===== src/rtl/cory_sd2b_arb.sv =====
// cory_sd2b_arb: round-robin scheduler sharing one start/done resource among N requesters.
// Optional watchdog abort in WAIT is built when CORY_SD2B_ARB_TIMEOUT_EN is defined.
module cory_sd2b_arb #(
    parameter int unsigned N  = 4,
    parameter int unsigned GW = 2,
    parameter int unsigned TW = 8
) (
    input  logic          clk,
    input  logic          reset_n,
    input  logic [N-1:0]  i_req,
    output logic [N-1:0]  o_ack,
    output logic [N-1:0]  o_done,
    output logic          o_start,
    input  logic          i_done,
    output logic          o_busy,
    output logic [GW-1:0] o_gnt_id,
    output logic          o_timeout
);

    typedef enum logic [1:0] {
        S_IDLE  = 2'd0,
        S_START = 2'd1,
        S_WAIT  = 2'd2
    } state_t;

    if (N < 2 || N > 16 || GW != $clog2(N) || TW < 1) begin : g_bad_param
        $error("cory_sd2b_arb: illegal parameter combination");
    end

    state_t        state_q, state_d;
    logic [GW-1:0] ptr_q, ptr_d;
    logic [GW-1:0] gnt_q, gnt_d;
    logic [N-1:0]  ack_q, ack_d;
    logic [N-1:0]  done_q, done_d;
    logic          start_q, start_d;
    logic          busy_q, busy_d;
    logic          tmo_q, tmo_d;
    logic [GW-1:0] cand_c;
    logic [GW-1:0] sel_c;
    logic          sel_vld_c;
    logic          tmo_hit_c;

    function automatic logic [N-1:0] one_hot(input logic [GW-1:0] idx);
        return N'(1) << idx;
    endfunction

    // First requesting index searching upward from ptr+1, wrapping at N.
    always_comb begin
        sel_vld_c = 1'b0;
        sel_c     = '0;
        cand_c    = '0;
        for (int unsigned i = 0; i < N; i++) begin
            cand_c = GW'((32'(ptr_q) + 32'd1 + i) % N);
            if (!sel_vld_c && i_req[cand_c]) begin
                sel_vld_c = 1'b1;
                sel_c     = cand_c;
            end
        end
    end

`ifdef CORY_SD2B_ARB_TIMEOUT_EN
    logic [TW-1:0] cnt_q, cnt_d;

    assign tmo_hit_c = (state_q == S_WAIT) && !i_done && (cnt_q == {TW{1'b1}});

    always_comb begin
        cnt_d = cnt_q;
        if (state_q == S_START) begin
            cnt_d = '0;
        end else if (state_q == S_WAIT && !i_done && !tmo_hit_c) begin
            cnt_d = cnt_q + TW'(1);
        end
    end

    always_ff @(posedge clk or negedge reset_n) begin
        if (!reset_n) begin
            cnt_q <= '0;
        end else begin
            cnt_q <= cnt_d;
        end
    end
`else
    assign tmo_hit_c = 1'b0;
`endif

    // Next state; pulse outputs are registered from the next state so they track the state register.
    always_comb begin
        state_d = state_q;
        ptr_d   = ptr_q;
        gnt_d   = gnt_q;
        done_d  = '0;
        tmo_d   = 1'b0;
        case (state_q)
            S_IDLE: begin
                if (sel_vld_c) begin
                    gnt_d   = sel_c;
                    state_d = S_START;
                end
            end
            S_START: begin
                state_d = S_WAIT;
            end
            S_WAIT: begin
                if (i_done || tmo_hit_c) begin
                    state_d = S_IDLE;
                    ptr_d   = gnt_q;
                    done_d  = one_hot(gnt_q);
                    tmo_d   = tmo_hit_c;
                end
            end
            default: begin
                state_d = S_IDLE;
            end
        endcase
        start_d = (state_d == S_START);
        ack_d   = start_d ? one_hot(gnt_d) : '0;
        busy_d  = (state_d != S_IDLE);
    end

    always_ff @(posedge clk or negedge reset_n) begin
        if (!reset_n) begin
            state_q <= S_IDLE;
            ptr_q   <= GW'(N - 1);
            gnt_q   <= '0;
            ack_q   <= '0;
            done_q  <= '0;
            start_q <= 1'b0;
            busy_q  <= 1'b0;
            tmo_q   <= 1'b0;
        end else begin
            state_q <= state_d;
            ptr_q   <= ptr_d;
            gnt_q   <= gnt_d;
            ack_q   <= ack_d;
            done_q  <= done_d;
            start_q <= start_d;
            busy_q  <= busy_d;
            tmo_q   <= tmo_d;
        end
    end

    assign o_ack     = ack_q;
    assign o_done    = done_q;
    assign o_start   = start_q;
    assign o_busy    = busy_q;
    assign o_gnt_id  = gnt_q;
    assign o_timeout = tmo_q;

endmodule


===== config.mk =====
export PLATFORM = sky130hd
export DESIGN_NAME = cory_sd2b_arb
export DESIGN_NICKNAME = d
export VERILOG_FILES = /design/src/rtl/cory_sd2b_arb.sv
export SDC_FILE = /design/constraint.sdc
export NUM_CORES = 1
export LEC_CHECK = 0
export CAP_MARGIN = 30
export CORE_MARGIN = 2
export CORE_UTILIZATION = 35
export CTS_CLUSTER_DIAMETER = 60
export DETAILED_ROUTE_END_ITERATION = 7
export GPL_TIMING_DRIVEN = 0
export PLACE_DENSITY_LB_ADDON = 0.15
export SLEW_MARGIN = 20
export SYNTH_ARGS = -nofsm -noshare
export SYNTH_HDL_FRONTEND = slang
export SYNTH_SLANG_ARGS = --single-unit

===== constraint.sdc =====
create_clock -name clk -period 1.4 [get_ports clk]
set_input_delay 0.42 -clock clk [delete_from_list [all_inputs] [get_ports clk]]
set_output_delay 0.42 -clock clk [all_outputs]
set_load 0.005 [all_outputs]

Word level (Yosys, flattened, before mapping)
Index checks and enable logic that the tools add are counted.

word-level totals
  flip-flop bits (word level) = 16
  latch bits = 0
  memory bits (writable) = 0
  ROM bits = 0
  bits of input ports = 7
  output and inout port bits = 13
  logic and storage cells = 53
  memories kept = 0

operators by class
  $add $sub $neg = 4
  multiply operators = 0
  divide/modulo/power cells = 0
  order comparisons = 4
  equality and inequality tests = 3
  shift operators = 2
  mux-type cells = 24
  bitwise operators = 0
  reduce and logical (&&, ||, !) cells = 9

operators with widths
  operator               number
  $mux W2                8
  $lt A2 B3 Y1 const B   4
  $mux W4                3
  $bmux W1 S2            4
  $mux W1                8
  $shl A1 B2 Y4 const A  2
  $pmux W2 S3            1
  $add A2 B1 Y2 const B  2
  $add A2 B2 Y2 const B  2
  $eq A2 B1 Y1 const B   2
  $logic_and A1 B1 Y1    3
  $logic_not A1 Y1       3
  $eq A2 B2 Y1 const B   1
  $logic_not A2 Y1       1
  $reduce_and A2 Y1      1
  $reduce_bool A2 Y1     1

Depth between registers and ports, before layout
Gate-level depths: netlist (run 1).

  word-level depth = 17
  mapped depth = 4
  depth with buffers taken out = 4

Worst setup path after synthesis (run 1)
Ideal clock, no wire load.

  kind = in2reg
  from = input i_req[3]
  to = register gnt_q[1] (netlist: o_gnt_id[1])
  library setup time = 0.136 ns
  arrival = 1.227 ns
  data required time = 1.264 ns
  slack = 0.037 ns
  cell stages on the path = 4
  buffers on the path = 0
  cell sequence = or2_2 -> o31ai_4 -> inv_1 -> mux2i_1

between the ends
  longest elaborated chain between the ends = 14
  elaborated cells between the ends (all ways) = 24
  classes of those cells = mux: 18; reduce/logical: 6

ends and longest elaborated chain
  what                                line  text
  from (decl)                         10    input logic [N-1:0] i_req,
  $bmux W1 S2                         54    if (!sel_vld_c && i_req[cand_c]) begin
  $mux W1 (implied by the code)       54
  $mux W1                             54
  $logic_not A1 Y1                    54
  $logic_and A1 B1 Y1                 54
  $mux W1                             54
  $logic_not A1 Y1                    54
  $logic_and A1 B1 Y1                 54
  $mux W1                             54
  $logic_not A1 Y1                    54
  $logic_and A1 B1 Y1                 54
  $mux W2 or $mux W1 (tied branches)  54
  $mux W2 (*)                         95    if (sel_vld_c) begin
  $mux W2 (*)                         93    case (state_q)
  net gnt_d[1]                        32    logic [GW-1:0] gnt_q, gnt_d;
  to (signal assigned)                133   gnt_q <= gnt_d;
  to (decl)                           32

The timed path passes the listed nets; every way through them passes the cells marked *. The select of a mux whose other input is x is not followed.
A chain may end at the register's enable or synchronous reset.

Final worst setup path (run 1)
  from = register gnt_q[1] (netlist: o_gnt_id[1])
  to = output o_gnt_id[1]

RTL lines
  what       line  text
  to (decl)  16    output logic [GW-1:0] o_gnt_id,

No word-level cell between the ends.

==> results.py, run 1 <==
metrics = {
    "run_status": {
        "outcome": "completed",
    },
    "setup_path": {
        "crit_path_max_incr_delay_ps": 390,
        "crit_buf_inv": 1,
        "cp.required_ps": 980,
        "crit_family": "flip-flops",
        "crit_type": "reg2out",
        "crit_fanout": 2,
        "worstPathArrival_ps": 930,
        "critical_path.startpoint_type": "flop",
        "slowest_stage": "dfrtp_1",
        "cp_cell_sequence": "dlygate4sd2_1",
        "crit_path_end_kind": "primary output",
    },
    "min_path": {
        "hold_path_class": "in2reg",
    },
    "sta": {
        "worst_slew_pin_slew_ps": 664,
        "setup_slack_ps": 48.8,
        "setup_viol": 0,
        "rsz0062_at_grt": "no",
        "final_hold_viol_count": 0,
        "fin_crit_ps": 1350,
        "skew_ps": 0.929,
        "slew_viol_final": 0,
        "min_period_over_period": 0.965,
        "relSlewSlack": 0.556,
        "fmax_mhz": 740,
    },
    "job": {
        "drv_cap": 0,
    },
    "layout": {
        "layout_common_cells": "dfrtp_1 (14), dlygate4sd2_1 (13), nor3_1 (5)",
        "syn2layout_area_growth_pct": 39.5,
        "antennaDiodeCount": 0,
        "finish.instance_area_sq_um": 927,
        "drive_gt1_frac": 0.228,
        "multiInputGateArea_sq_um": 259,
        "regArea_sq_um": 403,
        "fin_nets": 87,
        "final_cells": 104,
        "final_common_cell": "dfrtp_1",
        "fillCellCount": 180,
    },
    "floorplan": {
        "initial_utilization": 0.377,
        "die_x_um": 47.6,
        "coreArea_sq_um": 1760,
        "ios": 20,
        "dieArea_sq_um": 2260,
        "rows": 15,
        "chipHeight_um": 47.6,
    },
    "cts": {
        "cts_made_buffers": 3,
        "cts.sinks": 16,
        "worstSkewPairLatency_ps": 280,
        "cts.clk_slew.worst_paths_ps": 80,
        "clk_path_buf_depth": 2,
        "cts_hold_buf": 0,
        "cts_root_buffer": "clkbuf_4",
        "cts_tree": "done",
        "h-tree-depth": 1,
    },
    "drt": {
        "drc": 0,
        "drt-pass1-iter-count": 2,
        "via_per_inst": 4.75,
        "totalWireLength_um": 1180,
        "wire_per_inst_um": 11.3,
        "drt_iter0_drc": 6,
        "antenna_left": 0,
        "vias": 494,
    },
    "place": {
        "port_buffers": 18,
        "hpwl_um": 864,
        "place_ws_ps": -631,
        "place_area_sq_um": 876,
        "dpl.cell_count": 97,
        "gp_congestion": 0.688,
    },
    "global_routing": {
        "grt_start_max_net_pins": 17,
        "grt_overflow": 0,
        "antenna_found_initial": 0,
        "grtUsageTotal": 0.123,
        "grt_pass1_wl_um": 1880,
        "grt_pass1_vias": 443,
    },
    "logic_synthesis": {
        "synthDistinctLibCells": 23,
        "syn_inst": 54,
        "syn_area_sq_um": 664,
        "synth_area_per_cell_sq_um": 12.3,
        "yosys_warnings": 0,
        "syn_nets": 61,
        "synth-seq-cells": 16,
        "ys_seq_area_frac": 0.606,
    },
    "power_and_ir_drop": {
        "ir_drop_mv": 0.802,
        "p_per_area_nw_per_um2": 1820,
        "leakage_nw": 0.454,
    },
}
## worst reg2reg max path: cells and delay by family, from the launching register on
kind	cells	cell delay (ps)
DFF	1	600
AOI/OAI and AO/OA	2	370
muxes	1	270
## per-stage QoR
step	setup TNS, ps	hold slack (ps)	power [W]	util
finish	0	472	0.00169	0.526
global route	0	471	0.00183	0.526
CTS	0	487	0.00169	0.522
detailed placement	-4710	482	0.00145	0.496
global placement	-4640	483	0.00144	0.496
floorplan	0	124	0.00112	-
## synthesized netlist by cell type, drive strengths merged
cell | n | area, sq um
a211oi | 2 | 20.0
a21boi | 1 | 7.51
a2bb2oi | 2 | 17.5
a41o | 1 | 10.0
a41oi | 1 | 8.76
buf | 1 | 7.51
conb | 1 | 3.75
dfrtp | 14 | 350
dfstp | 2 | 52.6
inv | 4 | 15.0
mux2i | 3 | 30.0
nand2 | 4 | 15.0
nand2b | 3 | 18.8
nand3b | 1 | 7.51
nor2 | 2 | 7.51
nor3 | 6 | 35.0
o21ai | 2 | 10.0
o2bb2ai | 1 | 8.76
o31ai | 1 | 21.3
or2 | 1 | 6.26
or3b | 1 | 11.3
## path summary, 6_finish.rpt
path	from	end	slack, ps	cells after the start
worst min-delay path	i_req[1]	state_q[0]	470	3
max in group asynchronous	reset_n	o_done[0]	440	1
worst max-delay path	o_gnt_id[1]	o_gnt_id[1]	50	1
worst max register to register	ptr_q[1]	o_ack[3]	80	3
worst min register to register	o_gnt_id[0]	o_done[0]	490	1
min in group asynchronous	reset_n	o_done[1]	540	1
## where the power goes
part | leakage, nW | switching [W] | total, W | internal, W
Sequential | 0.201 | 0.0000989 | 0.000744 | 0.000646
Combinational | 0.238 | 0.000344 | 0.000703 | 0.000358
Clock | 0.0150 | 0.000129 | 0.000240 | 0.000110
Total | 0.454 | 0.000573 | 0.00169 | 0.00111
## final cells by class
| type | count | share of cell area |
|---|---|---|
| sequential | 16 | 0.435 |
| tap | 25 | 0.0337 |
| multi-input combinational | 33 | 0.279 |
| inverter | 4 | 0.0162 |
| clock buffer | 4 | 0.0283 |
| timing repair buffer | 21 | 0.200 |
| buffer | 1 | 0.00810 |
## cells by family (layout without fill, tap and decap cells)
family / after synthesis / after routing / synth area share
other: 1 / 1 / 0.00564
buffers and inverters: 5 / 30 / 0.0339
flip-flops: 16 / 16 / 0.606
AO/OA/AOI/OAI: 11 / 11 / 0.156
AND/OR/NAND/NOR: 18 / 18 / 0.153
multiplexers: 3 / 3 / 0.0452
## state kept, by name, indices dropped and copies added, names as in the netlist
register,count
o_ack,4
o_busy,1
o_done,4
o_gnt_id,2
o_start,1
ptr_q,2
state_q,2
## timing repair
action,CTS,global route
pin swaps,2,1
buffers inserted,3,0
resized for setup,19,4
endpoints found under the hold margin,0,0
setup endpoints to repair,21,4
## layer usage
| metal | track usage | wire, um | part of all wire |
|---|---|---|---|
| met1 | 0.158 | 519 | 0.44 |
| met3 | 0.0226 | 66 | 0.056 |
| met4 | 0.0973 | 19 | 0.016 |
| met2 | 0.181 | 571 | 0.49 |
| met5 | 0 | 0 | 0 |
Power figures use the tool's default switching activity.
==> run 2: changes to the inputs <==
--- a/config.mk
+++ b/config.mk
@@ -7,7 +7,7 @@
 export LEC_CHECK = 0
 export CAP_MARGIN = 30
 export CORE_MARGIN = 2
-export CORE_UTILIZATION = 35
+export CORE_UTILIZATION = 44
 export CTS_CLUSTER_DIAMETER = 60
 export DETAILED_ROUTE_END_ITERATION = 7
 export GPL_TIMING_DRIVEN = 0
@@ -16,3 +16,4 @@
 export SYNTH_ARGS = -nofsm -noshare
 export SYNTH_HDL_FRONTEND = slang
 export SYNTH_SLANG_ARGS = --single-unit
+export TNS_END_PERCENT = 30
==> run 2 against run 1 <==
First-iteration DRC count did not move. Clock-buffer cell count did not move. Final area rose by 0.27%. Global-route usage rose by 1.8 points. Largest power group unchanged.
==> results.py, run 2 (same netlist as run 1, synthesis figures left out) <==
metrics = {
    "cts": {
        "cts_made_buffers": 3,
        "cts.sinks": 16,
        "cts_root_buffer": "clkbuf_4",
        "h-tree-depth": 1,
        "clk_path_buf_depth": 2,
        "cts_hold_buf": 0,
        "cts.clk_slew.worst_paths_ps": 90,
        "cts_tree": "done",
        "worstSkewPairLatency_ps": 280,
    },
    "drt": {
        "vias": 508,
        "totalWireLength_um": 1130,
        "wire_per_inst_um": 11.7,
        "drt_iter0_drc": 6,
        "antenna_left": 0,
        "drc": 0,
        "via_per_inst": 5.24,
        "drt-pass1-iter-count": 2,
    },
    "floorplan": {
        "initial_utilization": 0.457,
        "chipHeight_um": 42.9,
        "ios": 20,
        "rows": 14,
        "die_x_um": 42.9,
        "dieArea_sq_um": 1840,
        "coreArea_sq_um": 1450,
    },
    "setup_path": {
        "worstPathArrival_ps": 1570,
        "cp.required_ps": 1610,
        "crit_fanout": 6,
        "crit_path_end_kind": "flop",
        "crit_type": "reg2reg",
        "critical_path.startpoint_type": "flop",
    },
    "sta": {
        "skew_ps": 5.08,
        "fin_setup_tns_ps": 0,
        "fin_crit_ps": 1360,
        "slew_viol_final": 0,
        "fmax_mhz": 733,
        "worst_slew_pin_slew_ps": 663,
        "setup_viol": 0,
        "final_hold_viol_count": 0,
        "min_period_over_period": 0.974,
        "rsz0062_at_grt": "yes",
        "relSlewSlack": 0.556,
        "whs_ps": 475,
    },
    "global_routing": {
        "antenna_found_initial": 0,
        "gr-usage-met3": 0.0255,
        "met1_usage": 0.186,
        "grtUsageTotal": 0.142,
        "grt_pass1_wl_um": 1930,
        "grt_overflow": 0,
        "grt_pass1_vias": 473,
        "top_usage_layer": "met2",
        "grt_use_met2": 0.221,
        "grt_start_max_net_pins": 17,
    },
    "layout": {
        "fillCellCount": 128,
        "layout_common_cells": "dlygate4sd2_1 (14), dfrtp_1 (14), buf_4 (6)",
        "antennaDiodeCount": 0,
        "drive_gt1_frac": 0.247,
        "syn2layout_area_growth_pct": 39.9,
        "fin_nets": 89,
    },
    "power_and_ir_drop": {
        "p_per_area_nw_per_um2": 1890,
        "leakage_nw": 0.466,
        "finalPower_w": 0.00176,
        "ir_drop_mv": 0.958,
    },
    "job": {
        "drv_cap": 0,
    },
    "min_path": {
        "hold_path_class": "in2reg",
    },
    "place": {
        "gp_congestion": 0.671,
        "hpwl_um": 830,
        "port_buffers": 18,
    },
    "run_status": {
        "outcome": "completed",
    },
}
## run 2: final cells by class
type / instances / area (sq um) / area share
inverters: 4 / 15.0 / 0.0162
plain buffers: 1 / 7.51 / 0.00808
flip-flops and latches: 16 / 403 / 0.433
repair buffers: 23 / 195 / 0.210
well taps: 16 / 20.0 / 0.0215
clock buffers: 4 / 36.3 / 0.0390
multi-input cells: 33 / 253 / 0.272
## run 2: metal layers
layer,part of all wire,wire (um)
met1,0.45,513
met2,0.50,568
met3,0.046,52
met4,0,0
met5,0,0
## run 2: path summary, 6_finish.rpt
path	startpoint	endpoint	slack, ps	depth (start not counted)
worst max-delay path	ptr_q[1]	o_gnt_id[0]	40	3
worst min-delay path	i_req[1]	state_q[0]	480	3
worst max register to register	ptr_q[1]	o_gnt_id[0]	40	3
worst min register to register	ptr_q[0]	ptr_q[0]	530	2
max in group asynchronous	reset_n	o_ack[2]	440	1
min in group asynchronous	reset_n	o_start	540	1
## run 2: worst max-delay path: stages, from the launching register on
cell       delay, ps
dfstp_2          600
mux2i_2          260
o2bb2ai_1        210
a2bb2oi_1        210
## run 2: timing repair
action | 4_1_cts | 5_1_grt
pin swaps | 2 | 2
endpoints found under the setup margin | 21 | 4
buffers inserted | 5 | 0
resized for setup | 18 | 2
## run 2: per-stage QoR
stage	std cells	util	setup slack [ps]	cell area, sq um
floorplan	54	-	37.2	664
CTS	97	0.640	14.7	931
global route	97	0.639	-21.5	930
finish	97	0.639	36.4	930
detailed placement	88	0.595	-618	865
global placement	88	0.595	-614	865
## run 2: power by group
part / internal [W] / total, W / leakage (nW) / switching [W]
clock: 0.000158 / 0.000295 / 0.0210 / 0.000137
combinational: 0.000376 / 0.000722 / 0.244 / 0.000346
sequential: 0.000646 / 0.000742 / 0.201 / 0.0000965
total: 0.00118 / 0.00176 / 0.466 / 0.000579
==> run 3: changes to the inputs <==
--- a/config.mk
+++ b/config.mk
@@ -5,13 +5,14 @@
 export SDC_FILE = /design/constraint.sdc
 export NUM_CORES = 1
 export LEC_CHECK = 0
+export ABC_CLOCK_PERIOD_IN_PS = 1400
 export CAP_MARGIN = 30
 export CORE_MARGIN = 2
 export CORE_UTILIZATION = 44
 export CTS_CLUSTER_DIAMETER = 60
 export DETAILED_ROUTE_END_ITERATION = 7
 export GPL_TIMING_DRIVEN = 0
-export PLACE_DENSITY_LB_ADDON = 0.15
+export PLACE_DENSITY = 0.76
 export SLEW_MARGIN = 20
 export SYNTH_ARGS = -nofsm -noshare
 export SYNTH_HDL_FRONTEND = slang
==> run 3 against run 2 <==
First-iteration DRC count did not move. Die area is the same. Sequential cell count unchanged. Highest routed layer is now met4. Combinational power up 6.4%. Fmax decreased by 1.1%. Hold slack improved by 4.2 ps. Global-route usage grew 2.5 points. Routed wire length increased by 13%. Final cell count grew 1.0%. Final area grew 0.94%.
==> results.py, run 3 (same netlist as run 1, synthesis figures left out) <==
metrics = {
    "run_status": {
        "outcome": "completed",
    },
    "layout": {
        "final_common_cell": "dfrtp_1",
        "fillCellCount": 135,
        "layout_common_cells": "dfrtp_1 (14), dlygate4sd2_1 (13), buf_4 (7)",
        "drive_gt1_frac": 0.256,
        "antennaDiodeCount": 0,
        "syn2layout_area_growth_pct": 41.2,
        "fin_nets": 90,
        "final_cells": 98,
    },
    "sta": {
        "min_period_over_period": 0.985,
        "setup_viol": 0,
        "fmax_mhz": 725,
        "setup_slack_ps": 21.4,
        "relSlewSlack": 0.553,
        "worst_slew_pin_slew_ps": 668,
        "rsz0062_at_grt": "no",
        "whs_ps": 479,
        "skew_ps": 2.12,
        "final_hold_viol_count": 0,
        "fin_crit_ps": 1380,
        "slew_viol_final": 0,
    },
    "floorplan": {
        "dieArea_sq_um": 1840,
        "initial_utilization": 0.457,
        "rows": 14,
        "ios": 20,
        "die_x_um": 42.9,
        "chipHeight_um": 42.9,
        "coreArea_sq_um": 1450,
    },
    "drt": {
        "wire_per_inst_um": 13.1,
        "vias": 502,
        "routed-wl-met2_um": 629,
        "m1WireLength_um": 551,
        "drc": 0,
        "met3_length_um": 59,
        "drt_iter0_drc": 6,
        "maxUsedRoutingLayer": "met4",
        "via_per_inst": 5.12,
        "drt-pass1-iter-count": 3,
        "totalWireLength_um": 1290,
        "antenna_left": 0,
    },
    "cts": {
        "cts_root_buffer": "clkbuf_4",
        "cts_tree": "done",
        "cts.clk_slew.worst_paths_ps": 90,
        "clk_path_buf_depth": 2,
        "cts_made_buffers": 3,
        "h-tree-depth": 1,
        "worstSkewPairLatency_ps": 290,
        "cts.sinks": 16,
    },
    "power_and_ir_drop": {
        "ir_drop_mv": 1.08,
        "leakage_nw": 0.471,
        "p_per_area_nw_per_um2": 1930,
        "finalPower_w": 0.00181,
    },
    "place": {
        "port_buffers": 18,
        "dpl.cell_count": 88,
        "place_ws_ps": -634,
        "gp_congestion": 0.674,
        "hpwl_um": 847,
    },
    "setup_path": {
        "rrSetupSlack_ps": 20,
        "cp_cell_sequence": "mux2i_2 > o2bb2ai_1 > a2bb2oi_1",
        "critical_path.startpoint_type": "flop",
        "crit_path_max_incr_delay_ps": 600,
        "crit_type": "reg2reg",
        "cp.required_ps": 1610,
        "slowest_stage": "dfstp_2",
        "crit_path_end_kind": "flop",
        "worstPathArrival_ps": 1590,
        "crit_fanout": 6,
    },
    "global_routing": {
        "grt_overflow": 0,
        "grt_pass1_wl_um": 2130,
        "grt_pass1_vias": 483,
        "grt_start_max_net_pins": 17,
        "antenna_found_initial": 0,
        "grtUsageTotal": 0.166,
    },
    "min_path": {
        "hold_path_class": "in2reg",
    },
    "job": {
        "drv_cap": 0,
    },
}
## run 3: where the power goes
part           total, W  internal [W]  switching [W]
Combinational  0.000768      0.000398       0.000370
Sequential     0.000744      0.000646      0.0000980
Clock          0.000298      0.000159       0.000140
## run 3: worst max-delay path: cells and delay by family, from the launching register on
family | cells | cell delay (ps)
AOI/OAI and AO/OA | 2 | 430
muxes | 1 | 270
DFF | 1 | 600
## run 3: worst paths after layout
path | endpoint | cells past startpoint | from
max reg2reg | o_gnt_id[0] | 3 | ptr_q[1]
min in group asynchronous | o_start | 1 | reset_n
min reg2reg | ptr_q[0] | 2 | ptr_q[0]
min | state_q[0] | 3 | i_req[1]
max in group asynchronous | o_done[1] | 1 | reset_n
max | o_gnt_id[0] | 3 | ptr_q[1]
## run 3: cell type report
| type | count | area, sq um | share of cell area |
|---|---|---|---|
| Multi-Input combinational cell | 33 | 253 | 0.269 |
| Clock buffer | 4 | 36.3 | 0.0387 |
| Buffer | 1 | 7.51 | 0.00800 |
| Tap cell | 16 | 20.0 | 0.0213 |
| Inverter | 4 | 15.0 | 0.0160 |
| Sequential cell | 16 | 403 | 0.429 |
| Timing Repair Buffer | 24 | 204 | 0.217 |
## run 3: layer usage
| metal | up-vias | GRT usage |
|---|---|---|
| met5 | - | 0 |
| met4 | 0 | 0.131 |
| met3 | 5 | 0.0255 |
| met2 | 18 | 0.261 |
| met1 | 236 | 0.202 |
| li1 | 243 | - |
## run 3: stage by stage
step,TNS [ps],util,cell area [sq um]
finish,0,0.645,938
global route,0,0.645,938
CTS,0,0.645,938
detailed placement,-4540,0.595,865
global placement,-4480,0.595,865
floorplan,0,-,664
## run 3: what timing repair did
item	CTS	global route
pin swaps	2	1
endpoints found under the setup margin	21	4
hold buffers	0	0
buffers inserted	6	0
resized for setup	18	3
==> edit: new RTL, flow settings as in run 1 <==
The 3 states of `state_t` get a one-hot encoding in 3 bits.
--- a/src/rtl/cory_sd2b_arb.sv
+++ b/src/rtl/cory_sd2b_arb.sv
@@ -18,8 +18,8 @@
 );
 
-    typedef enum logic [1:0] {
-        S_IDLE  = 2'd0,
-        S_START = 2'd1,
-        S_WAIT  = 2'd2
+    typedef enum logic [2:0] {
+        S_IDLE  = 3'b001,
+        S_START = 3'b010,
+        S_WAIT  = 3'b100
     } state_t;
 
Function: no difference found for any inputs over 10 cycles, from zero or initial values and one cycle with reset_n low; not proved beyond that.
==> edit against run 1 <==
Utilization fell by 0.15 points. First-iteration DRC count increased by 50%. Power is 15% higher. Routed wire length increased by 14%. Maximum frequency shrank 2.0%. Area after synthesis up 13%. Count of clock-buffer cells in the layout shrank 1. Sequential cell count grew 1. Global-route usage grew 0.30 points. Cell count up 11%. Setup slack got worse by 28 ps. Design area is 12% higher.
==> edit: results (changes against run 1) <==
Placed design
  – Dpl ws: -522 ps (+110 ps)
  – # placed instances: 104 (+7.2%)
  – RePlAce Congestion: 0.669 (-2.8%)
  – HPWL Detailed: 892 um (+3.2%)

Layout
  – Share of layout cells above drive strength 1: 25.0% (+2.2 points)
  – Nets@finish: 96 (+10%)

Min path
  – HP Start: ptr_q[0]
  – Hold Crit Class: flop to flop

Global route
  – Grt met2 use: 20.2% (+2.1 points)
  – Largest net degree at the start of global routing: 18 (+1)
  – Global Route met3 Usage: 4.76% (+2.5 points)
  – First-pass GRT wire length: 2430 um (+29%)
  – Initial antenna violation count: 0 (unchanged)
  – GR peak layer: met2
  – Overall Global Routing Usage: 12.6% (+0.30 points)
  – Number of global-route vias before repair: 524 (+18%)
  – Routing usage on met1: 16.1% (+0.26 points)

Outcome
  – Status: finished, final reports clean

Clocking
  – Htree depth: 1 (unchanged)
  – Worst-skew pair later-pin latency: 290 ps
  – Worst-path clk slew: 100 ps (+20 ps)
  – Clock root buffer: clkbuf_4

Logic synthesis
  – Synth cell count leaders: dfrtp_1, nor2_1, dfstp_2, inv_1, nor3_1
  – Sequential area share after synthesis: 57.3% (-3.4 points)
  – Top post-synthesis cells by area: dfrtp_1, dfstp_2, nor2_1, nor4_4, mux2i_1
  – Yosys warns: 0 (unchanged)
  – Syn_area_per_cell: 12.7 um^2 (+3.2%)
  – Syn_nets: 66 (+8.2%)
  – Synth cell types: 30 (+30%)

Drt
  – Routed wire length: 1340 um (+14%)
  – Avg WL per Cell: 11.6 um (+2.9%)
  – Vias post-DR: 527 (+6.7%)
  – 1st-pass router iterations: 3 (+1)
  – DRT iter0 DRCs: 9 (+3)

STA
  – Worst Tran Pin Value: 749 ps (+85.4 ps)
  – Clock Skew: 2.17 ps (+1.24 ps)

Power and ir drop
  – Leak pwr: 0.516 nW (+14%)
  – Worst IR drop on VDD: 0.944 mV (+18%)
  – Int Pwr: 1.28 mW (+15%)

Critical path
  – CP Max Fanout: 5 (+3)
  – Critical Path Source: ptr_q[0]
  – Crit path DAT: 1550 ps (+620 ps)
## edit: what timing repair did
| item | CTS | global route |
|---|---|---|
| hold endpoints to repair | 0 | 0 |
| endpoints found under the setup margin | 20 | 7 |
| resized for setup | 16 | 2 |
| pin swaps | 3 | 2 |
| setup buffers | 5 | 2 |
| gates cloned | 0 | 0 |
## edit: layout make-up
cell class | instances | area (um^2)
timing repair buffer | 25 | 216
inverter | 3 | 11.3
fill | 183 | 943
buffer | 2 | 18.8
clock buffer | 3 | 22.5
multi-input combinational | 37 | 302
sequential | 17 | 429
tap | 27 | 33.8
clock inverter | 1 | 5.00
## edit: final timing paths
check                           slack (ps)  cells past startpoint           to
worst min-delay path                   520                      2     ptr_q[0]
min in group asynchronous              560                      1    o_done[3]
worst max-delay path                    20                      3  o_gnt_id[1]
worst min register to register         520                      2     ptr_q[0]
max in group asynchronous              370                      1  o_gnt_id[1]
worst max register to register          20                      3  o_gnt_id[1]
## edit: power by group through the flow
stage               clock network (mW)  registers, mW  logic (mW)
floorplan                            0          0.834       0.468
CTS                              0.275          0.799       0.843
detailed placement                   0          0.854       0.761
global placement                     0          0.854       0.752
finish                           0.260          0.801       0.884
global route                     0.303          0.819       0.984
## edit: logic make-up after synthesis
| family | after synthesis | synth area share, % |
|---|---|---|
| compound gates | 10 | 10.7 |
| buf+inv | 5 | 4.01 |
| flops | 17 | 57.3 |
| mux | 4 | 5.68 |
| other cells | 1 | 0.500 |
| simple gates | 22 | 21.9 |
## edit: metal layers
metal	wire length, um	part of all wire, %	vias up
met3	70	5.2	0
met4	0	0	0
met1	610	46	247
li1	-	-	266
met2	657	49	14
met5	0	0	-
## edit: critical path, cell delays in order (launching register included)
cell	delay, ps
dfstp_2	570
and3b_1	210
o32ai_4	350
o22ai_1	130
## edit: through the flow
step	total power [mW]	area, um^2
2_1_floorplan	1.30	749
3_3_place_gp	1.61	963
3_5_place_dp	1.61	963
4_1_cts	1.92	1020
5_1_grt	2.11	1040
6_report	1.95	1040
